`config.mk`:
```
export PLATFORM = sky130hd
export DESIGN_NAME = cache_ctrl
export DESIGN_NICKNAME = d
export VERILOG_FILES = /design/src/rtl/cache_pkg.sv /design/src/rtl/cache_stats.sv /design/src/rtl/cache_ctrl.sv
export SDC_FILE = /design/constraint.sdc
export NUM_CORES = 1
export LEC_CHECK = 0
export CAP_MARGIN = 20
export CORE_AREA = 4 4 302 304
export DETAILED_ROUTE_END_ITERATION = 10
export DIE_AREA = 0 0 306 308
export GPL_ROUTABILITY_DRIVEN = 0
export PLACE_DENSITY = 0.39
export SYNTH_ARGS = -nofsm -noshare
export SYNTH_HDL_FRONTEND = slang
export SYNTH_SLANG_ARGS = --single-unit
```
`constraint.sdc`:
```
create_clock -name CLK -period 2.1 [get_ports CLK]
set_input_delay 0.42 -clock CLK [delete_from_list [all_inputs] [get_ports CLK]]
set_output_delay 0.42 -clock CLK [all_outputs]
set_load 0.005 [all_outputs]
```
`src/rtl/cache_pkg.sv`:
```
// cache_pkg: shared state encoding, store-size codes and default widths for the cache controller.
package cache_pkg;
    typedef enum logic [1:0] {IDLE, FILL, INSTALL, WRITE} state_t;
    localparam logic [1:0] WORD = 2'b00;
    localparam logic [1:0] BYTE = 2'b01;
    localparam logic [1:0] HALF = 2'b10;
    localparam int ASIZE = 32;
    localparam int DSIZE = 32;
    localparam int BBITS = 5;
    localparam int BSIZE = 8 << BBITS;
endpackage

```
`src/rtl/cache_stats.sv`:
```
// cache_stats: hit/miss event counters for the cache controller (built only with CACHE_STATS_EN).
//   CLK, RESET (async active-low)
//   hit_evt    : IDLE read that hits the core
//   miss_evt   : IDLE read that misses (IDLE->FILL)
//   fill_done  : INSTALL cycle; the read replayed right after it is not a hit
//   hit_count, miss_count : wrapping 32-bit counters
module cache_stats (
    input  logic        CLK,
    input  logic        RESET,
    input  logic        hit_evt,
    input  logic        miss_evt,
    input  logic        fill_done,
    output logic [31:0] hit_count,
    output logic [31:0] miss_count
);
    logic post_fill;
    always_ff @(posedge CLK or negedge RESET) begin
        if (!RESET) begin
            post_fill  <= 1'b0;
            hit_count  <= '0;
            miss_count <= '0;
        end else begin
            post_fill <= fill_done;
            if (hit_evt && !post_fill) hit_count <= hit_count + 32'd1;
            if (miss_evt) miss_count <= miss_count + 32'd1;
        end
    end
endmodule

```
`src/rtl/cache_ctrl.sv`:
```
// cache_ctrl: write-through, read-allocate controller between the CPU, a direct-mapped cache_core and memory.
//   CLK, RESET (async active-low)
//   cpu_*  : load/store request (held while cpu_stall), load data, stall
//   core_* : cache_core control; address/data pass straight from the CPU, block_in is the fill register
//   mem_*  : memory bus; request held until the one-cycle mem_ack
//   Optional macro CACHE_STATS_EN adds hit_count/miss_count outputs.
module cache_ctrl import cache_pkg::*; #(
    parameter int asize = ASIZE,
    parameter int dsize = DSIZE,
    parameter int bbits = BBITS,
    parameter int bsize = 8 << bbits
) (
    input  logic             CLK,
    input  logic             RESET,
    input  logic             cpu_read,
    input  logic             cpu_write,
    input  logic [1:0]       cpu_wmode,
    input  logic [asize-1:0] cpu_addr,
    input  logic [dsize-1:0] cpu_wdata,
    output logic [dsize-1:0] cpu_rdata,
    output logic             cpu_stall,
    output logic             core_dread,
    output logic             core_dwrite,
    output logic [1:0]       core_dwmode,
    output logic             core_bwrite,
    output logic [asize-1:0] core_address,
    output logic [dsize-1:0] core_data_in,
    output logic [bsize-1:0] core_block_in,
    input  logic [dsize-1:0] core_data_out,
    input  logic             core_hit,
    output logic             mem_req,
    output logic             mem_we,
    output logic [asize-1:0] mem_addr,
    output logic [dsize-1:0] mem_wdata,
    output logic [1:0]       mem_wmode,
    input  logic             mem_ack,
    input  logic [bsize-1:0] mem_rblock
`ifdef CACHE_STATS_EN
    ,
    output logic [31:0]      hit_count,
    output logic [31:0]      miss_count
`endif
);
    state_t state;
    logic idle;
    logic miss;
    assign idle = state == IDLE;
    // a simultaneous store wins, so a read is only a read when no write is present
    assign miss = idle && cpu_read && !cpu_write && !core_hit;
    assign cpu_rdata = core_data_out;
    assign core_address = cpu_addr;
    assign core_data_in = cpu_wdata;
    assign core_dwmode = cpu_wmode;
    assign core_dread = idle && cpu_read;
    // gated by RESET so the store strobe stays low while reset is held
    assign core_dwrite = RESET && idle && cpu_write;
    assign cpu_stall = idle ? (cpu_write || (cpu_read && !core_hit)) : (state == WRITE) ? !mem_ack : 1'b1;
    always_ff @(posedge CLK or negedge RESET) begin
        if (!RESET) begin
            state         <= IDLE;
            core_block_in <= '0;
            core_bwrite   <= 1'b0;
            mem_req       <= 1'b0;
            mem_we        <= 1'b0;
            mem_addr      <= '0;
            mem_wdata     <= '0;
            mem_wmode     <= '0;
        end else begin
            case (state)
                IDLE: begin
                    if (cpu_write) begin
                        state     <= WRITE;
                        mem_req   <= 1'b1;
                        mem_we    <= 1'b1;
                        mem_addr  <= cpu_addr;
                        mem_wdata <= cpu_wdata;
                        mem_wmode <= cpu_wmode;
                    end else if (miss) begin
                        state    <= FILL;
                        mem_req  <= 1'b1;
                        mem_we   <= 1'b0;
                        mem_addr <= {cpu_addr[asize-1:bbits], {bbits{1'b0}}};
                    end
                end
                FILL: begin
                    if (mem_ack) begin
                        state         <= INSTALL;
                        mem_req       <= 1'b0;
                        core_block_in <= mem_rblock;
                        core_bwrite   <= 1'b1;
                    end
                end
                INSTALL: begin
                    state       <= IDLE;
                    core_bwrite <= 1'b0;
                end
                WRITE: begin
                    if (mem_ack) begin
                        state   <= IDLE;
                        mem_req <= 1'b0;
                        mem_we  <= 1'b0;
                    end
                end
                default: state <= IDLE;
            endcase
        end
    end
`ifdef CACHE_STATS_EN
    cache_stats u_stats (
        .CLK        (CLK),
        .RESET      (RESET),
        .hit_evt    (idle && cpu_read && !cpu_write && core_hit),
        .miss_evt   (miss),
        .fill_done  (core_bwrite),
        .hit_count  (hit_count),
        .miss_count (miss_count)
    );
`endif
endmodule

```
==> results of run 1 <==
per-layer routing:
metal  vias to the layer above  wire (um)
met2                       426      26800
met3                        84       4800
met1                      4547      18600
met4                         0       1370
met5                         -          0
li1                       4044          -
repair_timing:
action | CTS | global route
pin swaps | 1 | 2
setup buffers | 3 | 2
resized for setup | 14 | 4
hold buffers | 1 | 0
endpoints found under the hold margin | 37 | 0
endpoints found under the setup margin | 3 | 3
flip-flops by register name, summed over array words and instances (netlist names):
name and flops:
core_block_in 256, core_bwrite 1, mem_addr 32, mem_req 1
mem_wdata 32, mem_we 1, mem_wmode 2, state 2
stage by stage:
| step | instances | setup TNS, ns | util (%) | hold WS (ns) |
|---|---|---|---|---|
| floorplan | 807 | 0 | - | 0.124 |
| detailed placement | 2595 | -17.27 | 25.0 | 0.468 |
| finish | 2676 | 0 | 26.6 | 0.467 |
| global route | 2676 | -0.00283 | 26.6 | 0.416 |
| global placement | 2595 | -18.25 | 25.0 | 0.465 |
| CTS | 2673 | -0.0109 | 26.5 | 0.396 |
worst max-delay path by stage:
stage	to	slack [ns]	depth (start not counted)
6_report	core_dwrite	0.06	4
5_1_grt	core_dwrite	-0.003	4
4_1_cts	core_dwrite	-0.01	4
3_5_place_dp	cpu_stall	-0.19	5
3_3_place_gp	cpu_stall	-0.22	5
2_1_floorplan	mem_wdata[26]	0.50	6
worst register-to-register path, cell delays in order (launching register included):
cell and delay, ns:
sky130_fd_sc_hd__dfrtp_2 0.43, sky130_fd_sc_hd__buf_4 0.17, sky130_fd_sc_hd__buf_4 0.15, sky130_fd_sc_hd__or2_4 0.27, sky130_fd_sc_hd__buf_12 0.17, sky130_fd_sc_hd__buf_12 0.22, sky130_fd_sc_hd__mux2_4 0.32
synthesized netlist by cell type:
cell	instances	area, sq um
sky130_fd_sc_hd__a31o_2	1	8.76
sky130_fd_sc_hd__dfrtp_1	327	8180
sky130_fd_sc_hd__o21ai_0	4	20.0
sky130_fd_sc_hd__nand2_2	1	6.26
sky130_fd_sc_hd__mux2_2	77	867
sky130_fd_sc_hd__nand3b_1	1	7.51
sky130_fd_sc_hd__a22o_1	4	35.0
sky130_fd_sc_hd__nor2_1	1	3.75
sky130_fd_sc_hd__a21o_1	1	7.51
sky130_fd_sc_hd__and2_1	2	12.5
sky130_fd_sc_hd__nand3_1	1	5.00
sky130_fd_sc_hd__buf_4	100	751
sky130_fd_sc_hd__nand2_1	4	15.0
sky130_fd_sc_hd__or2_1	1	6.26
sky130_fd_sc_hd__buf_6	7	78.8
sky130_fd_sc_hd__mux2_4	240	3600
sky130_fd_sc_hd__a21boi_0	1	7.51
sky130_fd_sc_hd__nor2b_1	1	6.26
sky130_fd_sc_hd__a21oi_1	1	5.00
sky130_fd_sc_hd__buf_12	22	440
sky130_fd_sc_hd__and3_1	2	12.5
sky130_fd_sc_hd__o21ai_2	1	8.76
sky130_fd_sc_hd__inv_1	1	3.75
sky130_fd_sc_hd__buf_2	6	30.0
power breakdown:
part / switching [W] / internal (W) / total, W / leakage (nW)
clock network: 0.00291 / 0.00415 / 0.00706 / 0.656
logic: 0.00481 / 0.0110 / 0.0159 / 5.74
registers: 0.00185 / 0.00957 / 0.0114 / 3.86
kinds of logic (layout without fill, tap and decap cells):
kind of cell,count (synthesis),after routing,synth area share [%]
muxes,317,317,31.7
buffers and inverters,136,839,9.23
AOI/OAI and AO/OA,13,13,0.656
other,0,1,0
and+or+nand+nor,14,14,0.531
DFF,327,327,57.9
cells in the final DEF (no fill, tap or decap), types with 4 or more instances in the layout:
master                            instances
sky130_fd_sc_hd__clkdlybuf4s50_1        717
sky130_fd_sc_hd__dfrtp_1                325
sky130_fd_sc_hd__mux2_4                 240
sky130_fd_sc_hd__mux2_2                  77
sky130_fd_sc_hd__clkbuf_16               44
sky130_fd_sc_hd__buf_4                   22
sky130_fd_sc_hd__buf_12                  19
sky130_fd_sc_hd__clkbuf_1                12
sky130_fd_sc_hd__clkbuf_8                 9
sky130_fd_sc_hd__clkinv_2                 6
sky130_fd_sc_hd__a22o_1                   4
cell type report:
type,count,area share [%]
well taps,1165,6.22
flip-flops and latches,327,34.9
clock inverters,9,0.267
clock buffers,65,5.42
repair buffers,764,33.2
multi-input cells,344,19.9
inverters,1,0.0160
diodes,1,0.0107
==> results.md, run 1 <==
Timing:
- After layout, the worst setup slack is 0.0565 ns.
- The count of endpoints failing setup in the final report is 0.
- The transition time of the tightest slew-check pin is 0.814 ns.
- The total count of max-transition violations in the final report came to 0.
- For the finished layout, the period the worst path requires is 2.04 ns.
- The setup clock skew after layout is 0.0152 ns.
- The highest attainable clock frequency is 489 MHz.
- The period utilization is 97.3%.
- The count of final hold-check violations is 0.
- The worst pin sits at a relative slew slack of 45.7%.

Status:
- The run finished with clean final reports.

CTS:
- TritonCTS built the clock tree.
- For this design, the sink count on the clock tree is 327.
- The buffer levels on the longest clock path is 3.
- After clock tree synthesis, the clock-pin slew on the worst setup and hold paths is 0.06 ns.
- The latest clock arrival within the worst-skew pair is 0.56 ns.
- Counting the buffers created by CTS gives 43.
- In this run the number of H-tree levels came out at 2.
- The clock tree root driver cell is sky130_fd_sc_hd__clkbuf_16.

Power:
- The total power density per cell area is 1460 mW/mm^2.
- The leakage power figure is 10.3 nW.
- VDD sags by at most 0.676 mV.
- The overall power is 0.0343 W.

Floorplanning:
- The y dimension of the die is 308 um.
- The die outline width is 306 um.
- The die covers 0.0942 sq mm.
- For this design the top-level I/O count stands at 786.
- The number of cell rows is 109.
- The initial core utilization is 16.0%.
- The area of the core is 0.0882 sq mm.

Critical path:
- The kind of start point of the critical path is a register.
- STA puts the critical path data arrival time at 1.62 ns.
- Counting both buffers and inverters, the worst setup path holds a total of 2.
- The delay of the slowest cell on the worst path is 0.45 ns.
- In this run the worst setup path begins at state[0].
- The signal on the critical path passes through nor2_4 > buf_6 > and3_4 > clkdlybuf4s15_2.
- The critical-path cell with the highest stage delay is sky130_fd_sc_hd__dfrtp_2.
- Setup slack on the worst reg-to-reg path comes out at 0.26 ns.
- The number of cells on the worst reg-to-reg path is 6.
- For the worst setup path, the data required time is 1.68 ns.
- STA classifies the critical path endpoint as a primary output.
- The startpoint identified for the worst register-to-register timing path is state[1].
- The critical path is of the register to primary output type.
- In this run the worst path has a maximum fanout of 4.
- In this run the critical register-to-register path is captured at core_block_in[92].
- The family with the most delay on the worst path is flip-flops.

Place:
- After detailed placement, the total cell area comes to 0.0220 sq mm.
- The number of port buffers is 721.
- Before CTS, the worst setup slack after placement is -0.189 ns.
- The HPWL after detailed placement is 39.5 mm.

Route:
- The first-pass iteration count of the detailed router is 4.
- The post-route antenna net violation count is 0.
- The violation count after the first detailed-routing iteration is 286.
- Summing over every cut layer, the via total after detailed routing is 9101.
- In the routed layout, each cell is associated on average with a via count of 3.40.
- Summed over all layers, the routed wires come to 51.6 mm.
- In the routed design, unresolved DRC markers number 0.
- After detailed routing, the average wire length per cell comes to 19.3 um.

Global routing:
- In the global route stage, met3 resource usage came out at 4.19%.
- After global routing the overflow that remains totals 0.
- The fraction of met2 tracks used by global routing is 18.7%.
- The met1 track demand over resource in global routing is 10.9%.
- The global routing usage summed across all routing layers is 10.3%.
- The global-route wire length before repair is 73.1 mm.
- Entering global routing, the biggest net connects 125 pins.
- The number of global-route vias before repair is 10300.
- The number of antenna violations at the first check in global routing came to 3.
- The layer with the highest usage after global routing is met2.

Synthesis:
- The net count after synthesis is 1167.
- After technology mapping, the gate count stands at 807.
- The unique cell type count in the Yosys netlist is 24.
- Yosys printed 0 warnings.
- Of the synthesized area, sequential elements account for 57.9%.
- Synthesis inferred 327 register bits.
- Summing every instance area after synthesis gives 0.0141 sq mm.
- The mean instance size in the synthesized netlist is 17.5 sq um.

Final layout:
- The area growth from synthesis to layout is 65.9%.
- After routing the design area is 0.0234 sq mm.
- In the final layout, the multi-input gates occupy 0.00467 sq mm.
- For this run, the post-layout net count is 1841.
- The sequential cell area is 0.00819 sq mm.
- The share of final-layout standard cells stronger than drive strength 1 is 28.9%.
- The filler cells instantiated in the layout total 9062.

Hold path:
- The type of the worst min-delay path is input pin to asynchronous set/reset pin.

Run:
- The max capacitance violation total is 0.
No activity file was read; power rests on OpenSTA's default activity.
==> run 2: changes to the inputs <==
- CORE_AREA: 4 4 302 304 -> 4 4 301 303
- DIE_AREA: 0 0 306 308 -> 0 0 305 307
- PLACE_DENSITY: 0.39 -> 0.41
- TNS_END_PERCENT: not set -> 5
- clock period: 2.1 -> 1.8 ns (I/O delays scaled with it)
==> results.md, run 2 (synthesized netlist as in run 1, its figures left out) <==
Status:
- The run finished, with violations left.
- The checks that failed: negative setup slack.

Global routing:
- The aggregate global routing overflow is 0 (unchanged).
- The global routing usage summed across all routing layers is 10.2% (-0.11 points).
- The pin count of the biggest net entering global routing is 131 (+4.8%).
- The number of global-route vias before repair is 10400 (+0.86%).
- The number of antenna violations at the first check in global routing is 4 (+1).
- The global-route wire length before repair is 72.6 mm (-0.74%).

Floorplanning:
- The initial core utilization is 16.1% (+0.050 points).
- The die area is 0.0936 sq mm (-0.65%).
- The die outline width is 305 um (-0.33%).
- The y dimension of the die was 307 um (-0.32%).
- The top-level I/O count is 786 (unchanged).
- The number of cell rows was 109 (unchanged).
- The area of the core is 0.0880 sq mm (-0.31%).

Route:
- The via total after detailed routing came to 9201 (+1.1%).
- The via-per-instance ratio is 3.38 (-0.61%).
- The first-pass iteration count of the detailed router was 4 (unchanged).
- The mean routed wirelength per cell is 18.4 um (-4.3%).
- The routed wire length came to 50.2 mm (-2.7%).
- The number of DRC violations after detailed routing came to 0 (unchanged).
- The post-route antenna net violation count was 0 (unchanged).
- The violation count after the first detailed-routing iteration is 285 (-0.35%).

Timing:
- The transition time of the tightest slew-check pin is 1.07 ns (+0.259 ns).
- The highest attainable clock frequency is 524 MHz.
- After layout, the minimum clock period comes to 1.91 ns.
- The count of endpoints failing setup in the final report is 230 (+230).
- The setup clock skew after layout was 0.00657 ns (-0.00865 ns).
- The total count of max-transition violations in the final report is 0 (unchanged).
- The count of final hold-check violations was 0 (unchanged).
- The worst max-slew margin expressed relative to the limit was 28.5% (-17 points).
- Setup repair after global routing could not meet its margin everywhere.
- The post-layout worst setup margin is -0.109 ns (-0.166 ns).
- The worst hold slack is 0.285 ns (-0.182 ns).
- The period utilization is 106%.
- The aggregate negative setup slack is -10.23 ns (-10.23 ns).

Run:
- The max capacitance violation total is 0 (unchanged).

Hold path:
- The type of the worst min-delay path is input pin to register.

Final layout:
- Relative to the synthesized area, the layout overhead comes to 65.8%.
- The top register by number of flip-flops is core_block_in.
- The share of final-layout standard cells stronger than drive strength 1 is 30.8% (+1.9 points).
- The number of flip-flops in the largest register was 256 (unchanged).
- The number of nets in the layout was 1881 (+2.2%).
- The non-filler instance count after layout came to 2722 (+1.7%).
- In the layout the commonest cells are 375 x sky130_fd_sc_hd__clkdlybuf4s50_1, 340 x sky130_fd_sc_hd__dlygate4sd2_1, 323 x sky130_fd_sc_hd__dfrtp_1.
- In the final layout, the registers with the most flip-flops are core_block_in (256), mem_addr (32), mem_wdata (32).
- Leaving out fill and tap cells, the most frequent cell in the layout is sky130_fd_sc_hd__clkdlybuf4s50_1.

Power:
- The net switching power of the design is 0.0110 W (+15%).
- The cell-internal power came to 0.0266 W (+7.3%).
- The maximum vdd drop is 0.698 mV (+3.2%).
- The sequential share of power came to 35.2% (+1.9 points).
- The leakage power figure is 11.1 nW (+7.7%).
- The combinational group share of total power was 42.8% (-3.4 points).
- The switching part of the total power is 29.2% (+1.4 points).
- The total power density per cell area is 1600 mW/mm^2 (+9.5%).
- The share of power burned in the clock network is 22.0% (+1.4 points).

CTS:
- The clock tree root driver cell is sky130_fd_sc_hd__clkbuf_16.
- The CTS clock-pin slew for the worst setup and hold paths is 0.06 ns (about the same).
- The buffer levels on the longest clock path came to 3 (unchanged).
- The latest clock arrival within the worst-skew pair is 0.55 ns (about the same).
- The H-tree depth reported by CTS came to 2 (unchanged).
- TritonCTS built the clock tree.
- The CTS buffer count came to 43 (unchanged).
- The number of clock sinks is 327 (unchanged).

Critical path:
- The startpoint-to-endpoint class of the critical path is register to register.
- The kind of start point of the critical path is a register.
- The kind of end point of the critical path is a register.
- The data required time of the worst path is 2.23 ns (+0.55 ns).
- The data arrival time of the critical path came to 2.34 ns (+0.72 ns).
- The top fanout value on the critical path came to 21 (+17).

Place:
- The number of port buffers came to 721 (unchanged).
- The detailed placement HPWL is 38.7 mm (-1.9%).
- The worst setup slack after placement is -0.398 ns (-0.209 ns).
- The number of cells in the design after placement is 2635 (+1.5%).
## run 2: cell count changes in the layout (fill, tap and decap cells not counted), sizes merged
| cell | previous run | this run |
|---|---|---|
| buf | 44 | 84 |
| clkbuf | 65 | 71 |
| clkdlybuf4s50 | 717 | 375 |
| clkinvlp | 1 | 0 |
| dlygate4sd2 | 1 | 340 |
| dlymetal6s2s | 0 | 2 |
| inv | 2 | 1 |
| clkinv | 7 | 9 |
| diode | 1 | 3 |
| clkdlybuf4s15 | 1 | 0 |
## run 2: final timing paths
kind                                    from                 end  slack [ns]  depth (start not counted)
min in group asynchronous              RESET       mem_wdata[10]        0.36                          3
worst min-delay path            cpu_addr[19]        mem_addr[19]        0.28                          2
worst max register to register      state[0]  core_block_in[222]       -0.11                          7
worst max-delay path                state[0]  core_block_in[222]       -0.11                          7
max in group asynchronous              RESET   core_block_in[86]        0.43                          4
worst min register to register       mem_req             mem_req        0.47                          2
## run 2: repair_timing
action                                  CTS  global route
pin swaps                                 4             2
cloned                                    0             2
resized for setup                       372            13
setup buffers                             3             1
endpoints found under the hold margin   142             0
hold buffers                              1             0
endpoints found under the setup margin  343           250
## run 2: critical path, stage by stage (launching register included)
cell and delay (ns):
sky130_fd_sc_hd__dfrtp_1 0.42, sky130_fd_sc_hd__buf_6 0.15, sky130_fd_sc_hd__buf_4 0.13, sky130_fd_sc_hd__nand2_2 0.05
sky130_fd_sc_hd__or2_4 0.26, sky130_fd_sc_hd__buf_12 0.16, sky130_fd_sc_hd__buf_12 0.22, sky130_fd_sc_hd__mux2_4 0.30
## run 2: power by group through the flow
stage	clock, W	sequential, W	combinational, W
after floorplan	0	0.0135	0.00785
after global placement	0	0.0134	0.0188
final	0.00827	0.0132	0.0161
after CTS	0.00874	0.0133	0.0164
after global routing	0.00895	0.0137	0.0172
after detailed placement	0	0.0134	0.0188
## run 2: final cells by class
type	count	area (sq um)
flip-flops and latches	327	8190
repair buffers	804	7710
inverters	1	3.75
well taps	1165	1460
clock inverters	9	48.8
fillers	9196	64600
multi-input cells	344	4700
diodes	3	7.51
clock buffers	69	1300
## run 2: through the flow
step                      power, W  utilization [%]  cell area, sq um
after floorplan             0.0213                -             14100
after global placement      0.0322             25.3             22300
after detailed placement    0.0322             25.3             22300
after CTS                   0.0384             26.5             23300
after global routing        0.0398             26.6             23400
final                       0.0375             26.6             23400
## run 2: per-layer routing
layer	global-route usage, %	share of wire, %	vias to the layer above
met5	0	0	-
met4	3.52	2.7	0
met3	3.72	8.0	72
met2	18.5	52	405
met1	11.0	37	4578
li1	-	-	4146
